`config.mk`:
```
export PLATFORM = sky130hd
export DESIGN_NAME = i2c_cmd_sequencer
export DESIGN_NICKNAME = d
export VERILOG_FILES = /design/src/rtl/i2c_cmd_sequencer.sv
export SDC_FILE = /design/constraint.sdc
export NUM_CORES = 1
export LEC_CHECK = 0
export ABC_AREA = 1
export ABC_CLOCK_PERIOD_IN_PS = 3700
export CAP_MARGIN = 30
export CORE_MARGIN = 4
export CORE_UTILIZATION = 50
export DETAILED_ROUTE_END_ITERATION = 12
export PLACE_DENSITY = 0.77
export SLEW_MARGIN = 20
export SYNTH_ARGS = -nofsm -noshare
export SYNTH_HDL_FRONTEND = slang
export SYNTH_SLANG_ARGS = --single-unit
```
`constraint.sdc`:
```
create_clock -name clk -period 3.7 [get_ports clk]
set_clock_uncertainty 0.15 [all_clocks]
set_input_delay 0.37 -clock clk [delete_from_list [all_inputs] [get_ports clk]]
set_output_delay 0.37 -clock clk [all_outputs]
set_load 0.03 [all_outputs]
```
`src/rtl/i2c_cmd_sequencer.sv`:
```
// i2c_cmd_sequencer: walks a packed I2C command table through i2c_master, handling the start/busy handshake,
// retries on NACK or start timeout, and an idle gap between commands.
module i2c_cmd_sequencer #(
    parameter int                     NUM_CMDS      = 3,
    parameter logic [NUM_CMDS*45-1:0] CMD_TABLE     = '0,
    parameter int                     GAP_CYCLES    = 4800,
    parameter int                     MAX_RETRIES   = 3,
    parameter int                     START_TIMEOUT = 1024,
    parameter bit                     AUTO_START    = 1'b1
) (
    input  logic        clk,
    input  logic        rst,
    input  logic        go,
    output logic [6:0]  i2c_address,
    output logic [31:0] i2c_write_data,
    output logic [2:0]  i2c_write_len,
    output logic [2:0]  i2c_read_len,
    output logic        i2c_start,
    input  logic        i2c_busy,
    input  logic        i2c_no_response,
    input  logic [31:0] i2c_read_data,
    output logic [3:0]  cmd_index,
    output logic [31:0] last_read_data,
    output logic        seq_busy,
    output logic        seq_done,
    output logic        seq_fail
);
    typedef enum logic [2:0] {IDLE, ISSUE, WAIT_BUSY_LOW, GAP, DONE, FAIL} state_t;
    localparam logic [3:0]  LAST_IDX  = 4'(NUM_CMDS - 1);
    localparam logic [31:0] GAP_N     = 32'(GAP_CYCLES);
    localparam logic [31:0] TIMEOUT_N = 32'(START_TIMEOUT);
    localparam logic [31:0] RETRY_N   = 32'(MAX_RETRIES);
    state_t      state;
    logic        auto_pend, advance;
    logic [31:0] cnt, retries;
    logic [3:0]  nxt_idx;
    logic [44:0] entry;
    logic [2:0]  nxt_wlen, nxt_rlen;
    logic        nxt_skip, gap_end, last_done, launch, attempt_fail;
    always_comb begin
        gap_end      = cnt + 32'd1 >= GAP_N;
        last_done    = advance && cmd_index == LAST_IDX;
        nxt_idx      = state != GAP ? 4'd0 : (advance && cmd_index != LAST_IDX) ? cmd_index + 4'd1 : cmd_index;
        entry        = CMD_TABLE[int'(nxt_idx)*45 +: 45];
        nxt_wlen     = entry[37:35] > 3'd4 ? 3'd4 : entry[37:35];
        nxt_rlen     = entry[34:32] > 3'd4 ? 3'd4 : entry[34:32];
        nxt_skip     = entry[37:32] == 6'd0;
        launch       = (state == IDLE && (go || auto_pend)) || ((state == DONE || state == FAIL) && go) ||
                       (state == GAP && gap_end && !last_done);
        attempt_fail = (state == ISSUE && !i2c_busy && cnt + 32'd1 >= TIMEOUT_N) ||
                       (state == WAIT_BUSY_LOW && !i2c_busy && i2c_no_response);
    end
    always_ff @(posedge clk) begin
        if (rst) begin
            state          <= IDLE;
            auto_pend      <= AUTO_START;
            advance        <= 1'b0;
            cnt            <= '0;
            retries        <= '0;
            cmd_index      <= '0;
            last_read_data <= '0;
            seq_busy       <= 1'b0;
            seq_done       <= 1'b0;
            seq_fail       <= 1'b0;
            i2c_start      <= 1'b0;
            i2c_address    <= '0;
            i2c_write_data <= '0;
            i2c_write_len  <= '0;
            i2c_read_len   <= '0;
        end else begin
            auto_pend <= 1'b0;
            case (state)
                ISSUE: begin
                    cnt <= cnt + 32'd1;
                    if (i2c_busy) begin
                        i2c_start <= 1'b0;
                        state     <= WAIT_BUSY_LOW;
                    end
                end
                WAIT_BUSY_LOW: if (!i2c_busy && !i2c_no_response) begin
                    if (i2c_read_len != 3'd0) last_read_data <= i2c_read_data;
                    retries <= '0;
                    advance <= 1'b1;
                    cnt     <= '0;
                    state   <= GAP;
                end
                GAP: begin
                    cnt <= cnt + 32'd1;
                    if (gap_end && last_done) begin
                        state    <= DONE;
                        seq_busy <= 1'b0;
                        seq_done <= 1'b1;
                    end
                end
                default: ;
            endcase
            if ((state == WAIT_BUSY_LOW && !i2c_busy) || attempt_fail) begin
                i2c_address    <= '0;
                i2c_write_data <= '0;
                i2c_write_len  <= '0;
                i2c_read_len   <= '0;
            end
            if (attempt_fail) begin
                i2c_start <= 1'b0;
                if (retries < RETRY_N) begin
                    retries <= retries + 32'd1;
                    advance <= 1'b0;
                    cnt     <= '0;
                    state   <= GAP;
                end else begin
                    state    <= FAIL;
                    seq_busy <= 1'b0;
                    seq_fail <= 1'b1;
                end
            end
            // Empty entries succeed without touching the bus but still take the gap.
            if (launch) begin
                cmd_index <= nxt_idx;
                cnt       <= '0;
                seq_busy  <= 1'b1;
                seq_done  <= 1'b0;
                seq_fail  <= 1'b0;
                if (state != GAP || nxt_skip) retries <= '0;
                if (nxt_skip) begin
                    state   <= GAP;
                    advance <= 1'b1;
                end else begin
                    state          <= ISSUE;
                    i2c_start      <= 1'b1;
                    i2c_address    <= entry[44:38];
                    i2c_write_data <= entry[31:0];
                    i2c_write_len  <= nxt_wlen;
                    i2c_read_len   <= nxt_rlen;
                end
            end
        end
    end
endmodule

```
**After elaboration in Yosys (flattened, before gate mapping)**

Cells that the tools add are included.

- Bits in registers: 154

- Magnitude comparators: 5
- Muxes and demuxes: 51
- Equality and inequality tests: 11
- $add $sub $neg: 3
- Shifts and indexed selects: 1
- Bitwise operators: 1
- $mul: 1
- Reductions and logical operators: 32

Operators with widths:

| kind | count |
|---|---|
| $mux W32 | 12 |
| $shiftx A135 B11 Y45 const A | 1 |
| $add A32 B1 Y32 const B | 2 |
| $pmux W32 S2 | 1 |
| $mux W3 | 14 |
| $ge A32 B11 Y1 const B | 1 |
| $ge A32 B13 Y1 const B | 1 |
| $lt A32 B2 Y1 const B | 1 |
| $mux W7 | 3 |
| $mux W1 | 17 |
| $logic_and A1 B1 Y1 | 12 |
| $mul A4 B6 Y10 const B | 1 |
| $pmux W3 S3 | 1 |
| $mux W4 | 2 |
| $ne A4 B3 Y1 const B | 2 |
| $logic_or A1 B1 Y1 | 7 |
| $eq A3 B2 Y1 const B | 2 |
| $eq A3 B3 Y1 const B | 2 |
| $gt A3 B3 Y1 const B | 2 |
| $logic_not A6 Y1 | 1 |
| $reduce_bool A5 Y1 | 1 |
| $add A4 B1 Y4 const B | 1 |
| $eq A4 B2 Y1 const B | 1 |
| $ne A4 B2 Y1 const B | 1 |
| 12 further kinds | 16 |

**Logic depth before layout (Yosys ltp)**

Gate-level depths: netlist of run 1.

- Word-level depth: 10
- Depth in mapped cells: 21
- Gate-level depth less buffers: 20

**Least setup slack after synthesis of run 1**

Ideal clock, no wire load.

- Kind: reg2reg
- From: reg cnt[1]
- To: reg cnt[16]
- Required time: 3.432 ns
- Setup time: 0.118 ns
- Data arrival time: 2.165 ns
- Stages on the path, launching flop included: 17
- Slack: 1.267 ns
- Path buffers: 1
- Cells stage by stage: dfxtp_1 > ha_1 > nand2_2 > nor2_8 > nand2_1 > nor2_1 > xor2_1 > nor2_1 > nand2_1 > nor2_1 > nand3_1 > nand2_2 > nand2_4 > nand2_4 > nand2_2 > buf_2 > nor2_1

- Word-level cells in the longest chain between the ends: 6
- Elaborated cells on any way between the ends: 12
- Classes of those cells: 1 x add/sub; 2 x order compare; 3 x mux; 6 x reduce/logical

Ends and longest elaborated chain:

| element | line | text |
|---|---|---|
| from (decl) | 35 | `logic [31:0] cnt, retries;` |
| from (signal assigned) | 74 | `cnt <= cnt + 32'd1;` |
| from (signal assigned) | 88 | `cnt <= cnt + 32'd1;` |
| $add A32 B1 Y32 * | n/a |  |
| $ge A32 B13 Y1 | 41 | `gap_end = cnt + 32'd1 >= GAP_N;` |
| $logic_and A1 B1 Y1 (2 in series) | 49 | `(state == GAP && gap_end && !last_done);` |
| $logic_or A1 B1 Y1 | 48 | `launch = (state == IDLE && (go \|\| auto_pend)) \|\| ((state == DONE \|\| state == FAIL) && go) \|\|` |
| $reduce_or A2 Y1 (no line) | n/a |  |

Every way passes the cells marked *; elsewhere a longest branch is shown, timed or not.
A chain may end at the register's enable or synchronous reset.

**Worst setup path in the final report of run 1**

- From: reg cnt[1]
- To: reg cnt[5]

Same word-level chain as after synthesis.

==> impl_metrics.tcl, run 1 <==
set metrics [dict create \
    status "finished, final reports clean" \
    power_uw 3938 \
    clock_latency_ps 420 \
    setup_viol 0 \
    start_kind "flip-flop" \
    grt_pass1_wl_mm 27.92 \
    arrival_ps 3430 \
    cts.path.max_buffers 2 \
    hp-class "reg -> reg" \
    power_frac_clock_pct 43.8 \
    ctsHoldBuffers 0 \
    fin_crit_sh_pct 87.13 \
    drcViolationCount 0 \
    worst_pin_slew_ps 628.7 \
    fillCellCount 1130 \
    p_leak_uw 0.003275 \
    grtUsageTotal_pct 23.50 \
    synth_cell_types 34 \
    multi_input_area_mm2 0.003084 \
    finalWirelength_mm 16.67 \
    start_util_pct 51.42 \
    switchingPower_uw 1059 \
    routedWlPerCell_um 13.77 \
    drtAntennaViolNets 0 \
    grt_pass1_vias 5821 \
    synth_warnings 0 \
    firstDrtPassIters 5 \
    antenna_found_initial 0 \
    final_common_cell "nand2_1" \
    hold_violations 0 \
    core_area_mm2 0.01272 \
    critPathRequiredTime_ps 3900 \
    drt_iter0_drc 375 \
    power_density_mw_per_mm2 463.6 \
    cts_resized 0 \
    clk_pin_slew_ps 60 \
    routed_via_density 4.981 \
    seqPwrFrac_pct 43.4 \
    fin_crit_ps 3224 \
    postCtsSetupBuffers 0 \
    ys_ff_latch 154 \
    die_w_um 122.4 \
    regArea_mm2 0.003083 \
    synthFlopType "dfxtp_1" \
    nNetsFinal 1067 \
    syn_to_final_growth_pct 29.84 \
    rsz0062_at_grt "false" \
    via_count 6027 \
    rows 41 \
    most-common-layout-cells "nand2_1 (252), nor2_1 (197), dfxtp_1 (154), clkdlybuf4s50_1 (121), inv_1 (55)" \
    swShare_pct 26.89 \
    die_y_um 122.4 \
    maxSlewViolCount 0 \
    max-slew-margin-rel_pct 58.04 \
    ys_seq_area_share_pct 47.13 \
    syn_nets 953 \
    drive_gt1_share_pct 9.634 \
    gp_congestion 0.9082 \
    cts_tree "built" \
    synth.cell_area_mm2 0.006541 \
    combPwrFrac_pct 12.8 \
    numCtsBuffers 17 \
    crit_type "reg -> reg" \
    cts_sinks 154 \
    cp_max_fo 21 \
    avgSynthCellArea_um2 7.180 \
    hpwl_mm 11.78 \
    synth_enable_flop_cells 0 \
    port_buffers 121 \
    async_flop_share_pct 0 \
    num_io_pins 122 \
    drv_cap 0 \
    diodes 0 \
    fmax_mhz 310.2 \
    grt-ovfl-total 0 \
    htreeDepth 4 \
    crit_path_end_kind "flip-flop" \
    synth_cells 911 \
    irDropWorstVdd_v 0.0003829 \
    setup_tns_ps 0 \
    grt_max_degree 49 \
    p_int_uw 2879 \
    die_area_mm2 0.01498 \
    cts-root-buf "clkbuf_16" \
]
## path summary, 6_finish.rpt
check | slack (ps) | start | to | cells past startpoint
setup / recovery | 480 | cnt[1] | cnt[5] | 18
hold / removal | 290 | i2c_write_data[11] | i2c_write_data[11] | 2
setup reg to reg | 480 | cnt[1] | cnt[5] | 18
hold reg to reg | 290 | i2c_write_data[11] | i2c_write_data[11] | 2
## Yosys cell counts, types with 2 or more instances
| library cell | number | area, um^2 |
|---|---|---|
| a31oi_1 | 2 | 12.51 |
| inv_2 | 3 | 11.26 |
| a21oi_2 | 24 | 210.2 |
| and2_1 | 2 | 12.51 |
| xor2_1 | 2 | 17.52 |
| nor2_2 | 6 | 37.54 |
| buf_6 | 3 | 33.78 |
| ha_1 | 5 | 62.56 |
| a22oi_1 | 6 | 45.04 |
| clkbuf_1 | 24 | 90.09 |
| nand3_1 | 43 | 215.2 |
| o21bai_1 | 2 | 15.01 |
| nor2_8 | 2 | 40.04 |
| a21oi_1 | 14 | 70.07 |
| nand2_1 | 252 | 945.9 |
| buf_2 | 8 | 40.04 |
| or2_2 | 3 | 18.77 |
| nand2_4 | 4 | 45.04 |
| nor2_4 | 5 | 56.30 |
| nor2_1 | 199 | 747.0 |
| dfxtp_1 | 154 | 3083 |
| nand3b_1 | 6 | 45.04 |
| nand2_2 | 10 | 62.56 |
| nor3_1 | 16 | 80.08 |
| inv_1 | 56 | 210.2 |
| o21ai_0 | 41 | 205.2 |
| nor4_1 | 8 | 50.05 |
| nand4_1 | 5 | 31.28 |
## layout make-up
type	instances	area share, %
multi-input cells	663	36.31
flip-flops and latches	154	36.30
repair buffers	130	15.29
clock buffers	23	5.628
inverters	59	2.608
well taps	172	2.534
clock inverters	9	1.326
## worst max-delay path: stages, from the launching register on
cell and delay, ps:
dfxtp_1 410, ha_1 250, nand2_2 130, nor2_8 160, nand2_4 80, nor2_4 160
nand3_1 90, nand2_1 60, nand2_1 60, nor2_1 100, nand2_1 100, nor2_2 130
nand2_2 100, nand2_2 70, nand2_2 170, nor2_4 170, nand2_2 340, buf_4 320
a21oi_2 100
## per-stage QoR
step / area, um^2 / cells / util [%] / setup WS [ps] / hold slack [ps]
4_1_cts: 8478 / 1209 / 66.64 / 452.4 / 292.0
6_report: 8493 / 1210 / 66.76 / 476.2 / 290.2
3_5_place_dp: 7888 / 1177 / 62.00 / 527.4 / 283.4
3_3_place_gp: 7888 / 1177 / 62.00 / 593.2 / 279.8
2_1_floorplan: 6541 / 911 / - / 1267 / 247.7
5_1_grt: 8493 / 1210 / 66.76 / 153.2 / 305.9
## cells by family (layout without fill, tap and decap cells)
| logic type | after synthesis | count (layout) | share of synthesized area (%) |
|---|---|---|---|
| compound gates | 94 | 94 | 9.105 |
| fa+ha+maj | 5 | 5 | 0.9564 |
| buf+inv | 94 | 221 | 5.891 |
| xor+xnor | 2 | 2 | 0.2678 |
| flops | 154 | 154 | 47.13 |
| simple gates | 562 | 562 | 36.65 |
## metal layers
layer	share of wire [%]	track usage (%)	vias up
met3	11	12.90	21
met2	44	35.14	161
met4	1.3	6.368	0
met1	44	29.39	2731
met5	0	0	-
li1	-	-	3114
## registers in the layout, summed over array words and instances (netlist names), 3 cells and up
name            cells
retries            32
last_read_data     32
cnt                32
i2c_address         7
i2c_write_data     32
cmd_index           4
state               3
i2c_read_len        3
i2c_write_len       3
## power groups by stage
stage               combinational (uW)  clock (uW)  sequential [uW]
global route                       560        1840             1710
floorplan                          359           0             1750
detailed placement                 502           0             1750
global placement                   500           0             1740
CTS                                504        1750             1710
finish                             505        1720             1710
Power figures use the tool's default switching activity.
==> run 2, diff against run 1 <==
--- a/config.mk
+++ b/config.mk
@@ -7,11 +7,10 @@
 export LEC_CHECK = 0
 export ABC_AREA = 1
 export ABC_CLOCK_PERIOD_IN_PS = 3700
-export CAP_MARGIN = 30
 export CORE_MARGIN = 4
 export CORE_UTILIZATION = 50
 export DETAILED_ROUTE_END_ITERATION = 12
-export PLACE_DENSITY = 0.77
+export PLACE_DENSITY = 0.8
 export SLEW_MARGIN = 20
 export SYNTH_ARGS = -nofsm -noshare
 export SYNTH_HDL_FRONTEND = slang
==> run 2 against run 1 <==
  * Routed wire length down 0.52%
  * Sequential power about the same
  * Combinational power decreased by 1%
  * Fmax grew 4.4%
  * Worst hold slack improved by 0.91 ps
  * First-iteration DRC count increased by 52%
  * Non-clock buffer count is 2 lower
==> impl_metrics.tcl, run 2 (synthesis results as in run 1) <==
set metrics [dict create \
    endpoint "cnt[23]" \
    hold_violations 0 \
    start_util_pct 51.42 \
    maxSlewViolCount 0 \
    cts_resized 0 \
    drt_iter0_drc 570 \
    diodes 0 \
    postCtsSetupBuffers 0 \
    antenna_found_initial 0 \
    post-route-util_pct 66.52 \
    grt_pass1_wl_mm 27.01 \
    cts_sinks 154 \
    worst_pin_slew_ps 987.7 \
    via_count 6051 \
    crit_slowest_cell "dfxtp_1" \
    rsz0062_at_grt "false" \
    ctsHoldBuffers 0 \
    grtUsageTotal_pct 22.62 \
    irDropWorstVdd_v 0.0004499 \
    arrival_ps 3300 \
    final_common_cell "nand2_1" \
    finalWirelength_mm 16.58 \
    grt-ovfl-total 0 \
    worst-path-buf-inv 1 \
    die_y_um 122.4 \
    p_leak_uw 0.003252 \
    status "finished, final reports clean" \
    drive_gt1_share_pct 9.565 \
    cp_max_fo 22 \
    most-common-layout-cells "nand2_1 (252), nor2_1 (197), dfxtp_1 (154), clkdlybuf4s50_1 (121), inv_1 (55)" \
    regArea_mm2 0.003083 \
    drcViolationCount 0 \
    rows 41 \
    fillCellCount 1107 \
    grt_pass1_vias 5654 \
    routed_via_density 5.013 \
    setup_viol 0 \
    hp-class "reg -> reg" \
    fin_crit_sh_pct 83.49 \
    fin_crit_ps 3089 \
    htreeDepth 4 \
    setup_tns_ps 0 \
    cts-root-buf "clkbuf_16" \
    r2r_end "cnt[23]" \
    die_area_mm2 0.01498 \
    drtAntennaViolNets 0 \
    firstDrtPassIters 5 \
    core_area_mm2 0.01272 \
    grt_max_degree 46 \
    cp.depth 18 \
    port_buffers 121 \
    cts.path.max_buffers 2 \
    nNetsFinal 1065 \
    numCtsBuffers 17 \
    routedWlPerCell_um 13.73 \
    critPathRequiredTime_ps 3910 \
    r2r-start "cnt[1]" \
    r2r_slack_ps 610 \
    clk_pin_slew_ps 60 \
    num_io_pins 122 \
    power_density_mw_per_mm2 462.2 \
    fmax_mhz 323.7 \
    cp-startpoint "cnt[1]" \
    syn_to_final_growth_pct 29.38 \
    r2r_cells 18 \
    drv_cap 0 \
    cp_cell_sequence "ha_1, nand2_2, nor2_8, nand2_4, nor2_4, nand3_1, nand2_1, nand2_1, nor2_1, nand2_1, nor2_2, nand2_2, nand2_2, nand2_2, nor2_4, nand2_2, buf_12, a21oi_2" \
    die_w_um 122.4 \
    critical_path.max_stage_delay_ps 410 \
    cp_common_cell "nand2_2" \
    multi_input_area_mm2 0.003084 \
    start_kind "flip-flop" \
    cts_tree "built" \
    clock_latency_ps 430 \
    gp_congestion 0.9500 \
    crit_family "simple AND/OR/NAND/NOR gates" \
    crit_type "reg -> reg" \
    hpwl_mm 11.61 \
    max-slew-margin-rel_pct 34.08 \
    crit_path_end_kind "flip-flop" \
]
-- run 2: changes by cell type in the layout (fill, tap and decap cells not counted) --
cell,delta
buf_4,-1
clkbuf_8,-2
clkbuf_1,-2
clkinv_2,-1
clkinvlp_4,+2
inv_6,+2
buf_8,-1
-- run 2: worst min-delay path by stage --
stage	start	to	slack, ps	cells past startpoint
4_1_cts	i2c_write_data[8]	i2c_write_data[8]	290	2
3_5_place_dp	i2c_write_data[8]	i2c_write_data[8]	280	2
6_report	i2c_write_data[7]	i2c_write_data[7]	290	2
2_1_floorplan	rst	auto_pend	250	0
3_3_place_gp	i2c_write_data[31]	i2c_write_data[31]	280	2
5_1_grt	i2c_write_data[19]	i2c_write_data[19]	300	2
-- run 2: stage by stage --
stage / cells / instance area (um^2) / setup WS [ps] / hold WS [ps] / total power, uW
global placement: 1176 / 7880 / 759.9 / 279.9 / 2244
detailed placement: 1176 / 7880 / 654.9 / 283.4 / 2243
floorplan: 911 / 6541 / 1267 / 247.7 / 2111
CTS: 1207 / 8463 / 617.9 / 292.1 / 3944
finish: 1207 / 8463 / 610.8 / 291.1 / 3912
global route: 1207 / 8463 / 302.7 / 299.9 / 4063
-- run 2: area by class of cell --
cell class              count  share of cell area (%)
flip-flops and latches    154                   36.43
clock inverters            12                   1.656
clock buffers              19                   5.234
multi-input cells         663                   36.44
inverters                  59                   2.617
well taps                 172                   2.543
repair buffers            128                   15.08
-- run 2: per-layer routing --
metal,share of wire [%],track usage (%)
met1,44,28.26
met2,44,33.80
met3,11,12.35
met4,1.4,6.438
met5,0,0
-- run 2: power by group --
group | internal [uW] | leakage, uW | total, uW | switching [uW]
combinational | 146 | 0.00173 | 499 | 354
sequential | 1680 | 0.00124 | 1710 | 24.4
clock | 1010 | 0.000277 | 1700 | 689
-- run 2: worst register-to-register path, stage by stage (launching register included) --
cell and delay, ps:
dfxtp_1 410, ha_1 250, nand2_2 130, nor2_8 170
nand2_4 90, nor2_4 160, nand3_1 90, nand2_1 60
nand2_1 80, nor2_1 100, nand2_1 100, nor2_2 130
nand2_2 100, nand2_2 80, nand2_2 180, nor2_4 170
nand2_2 230, buf_12 250, a21oi_2 110
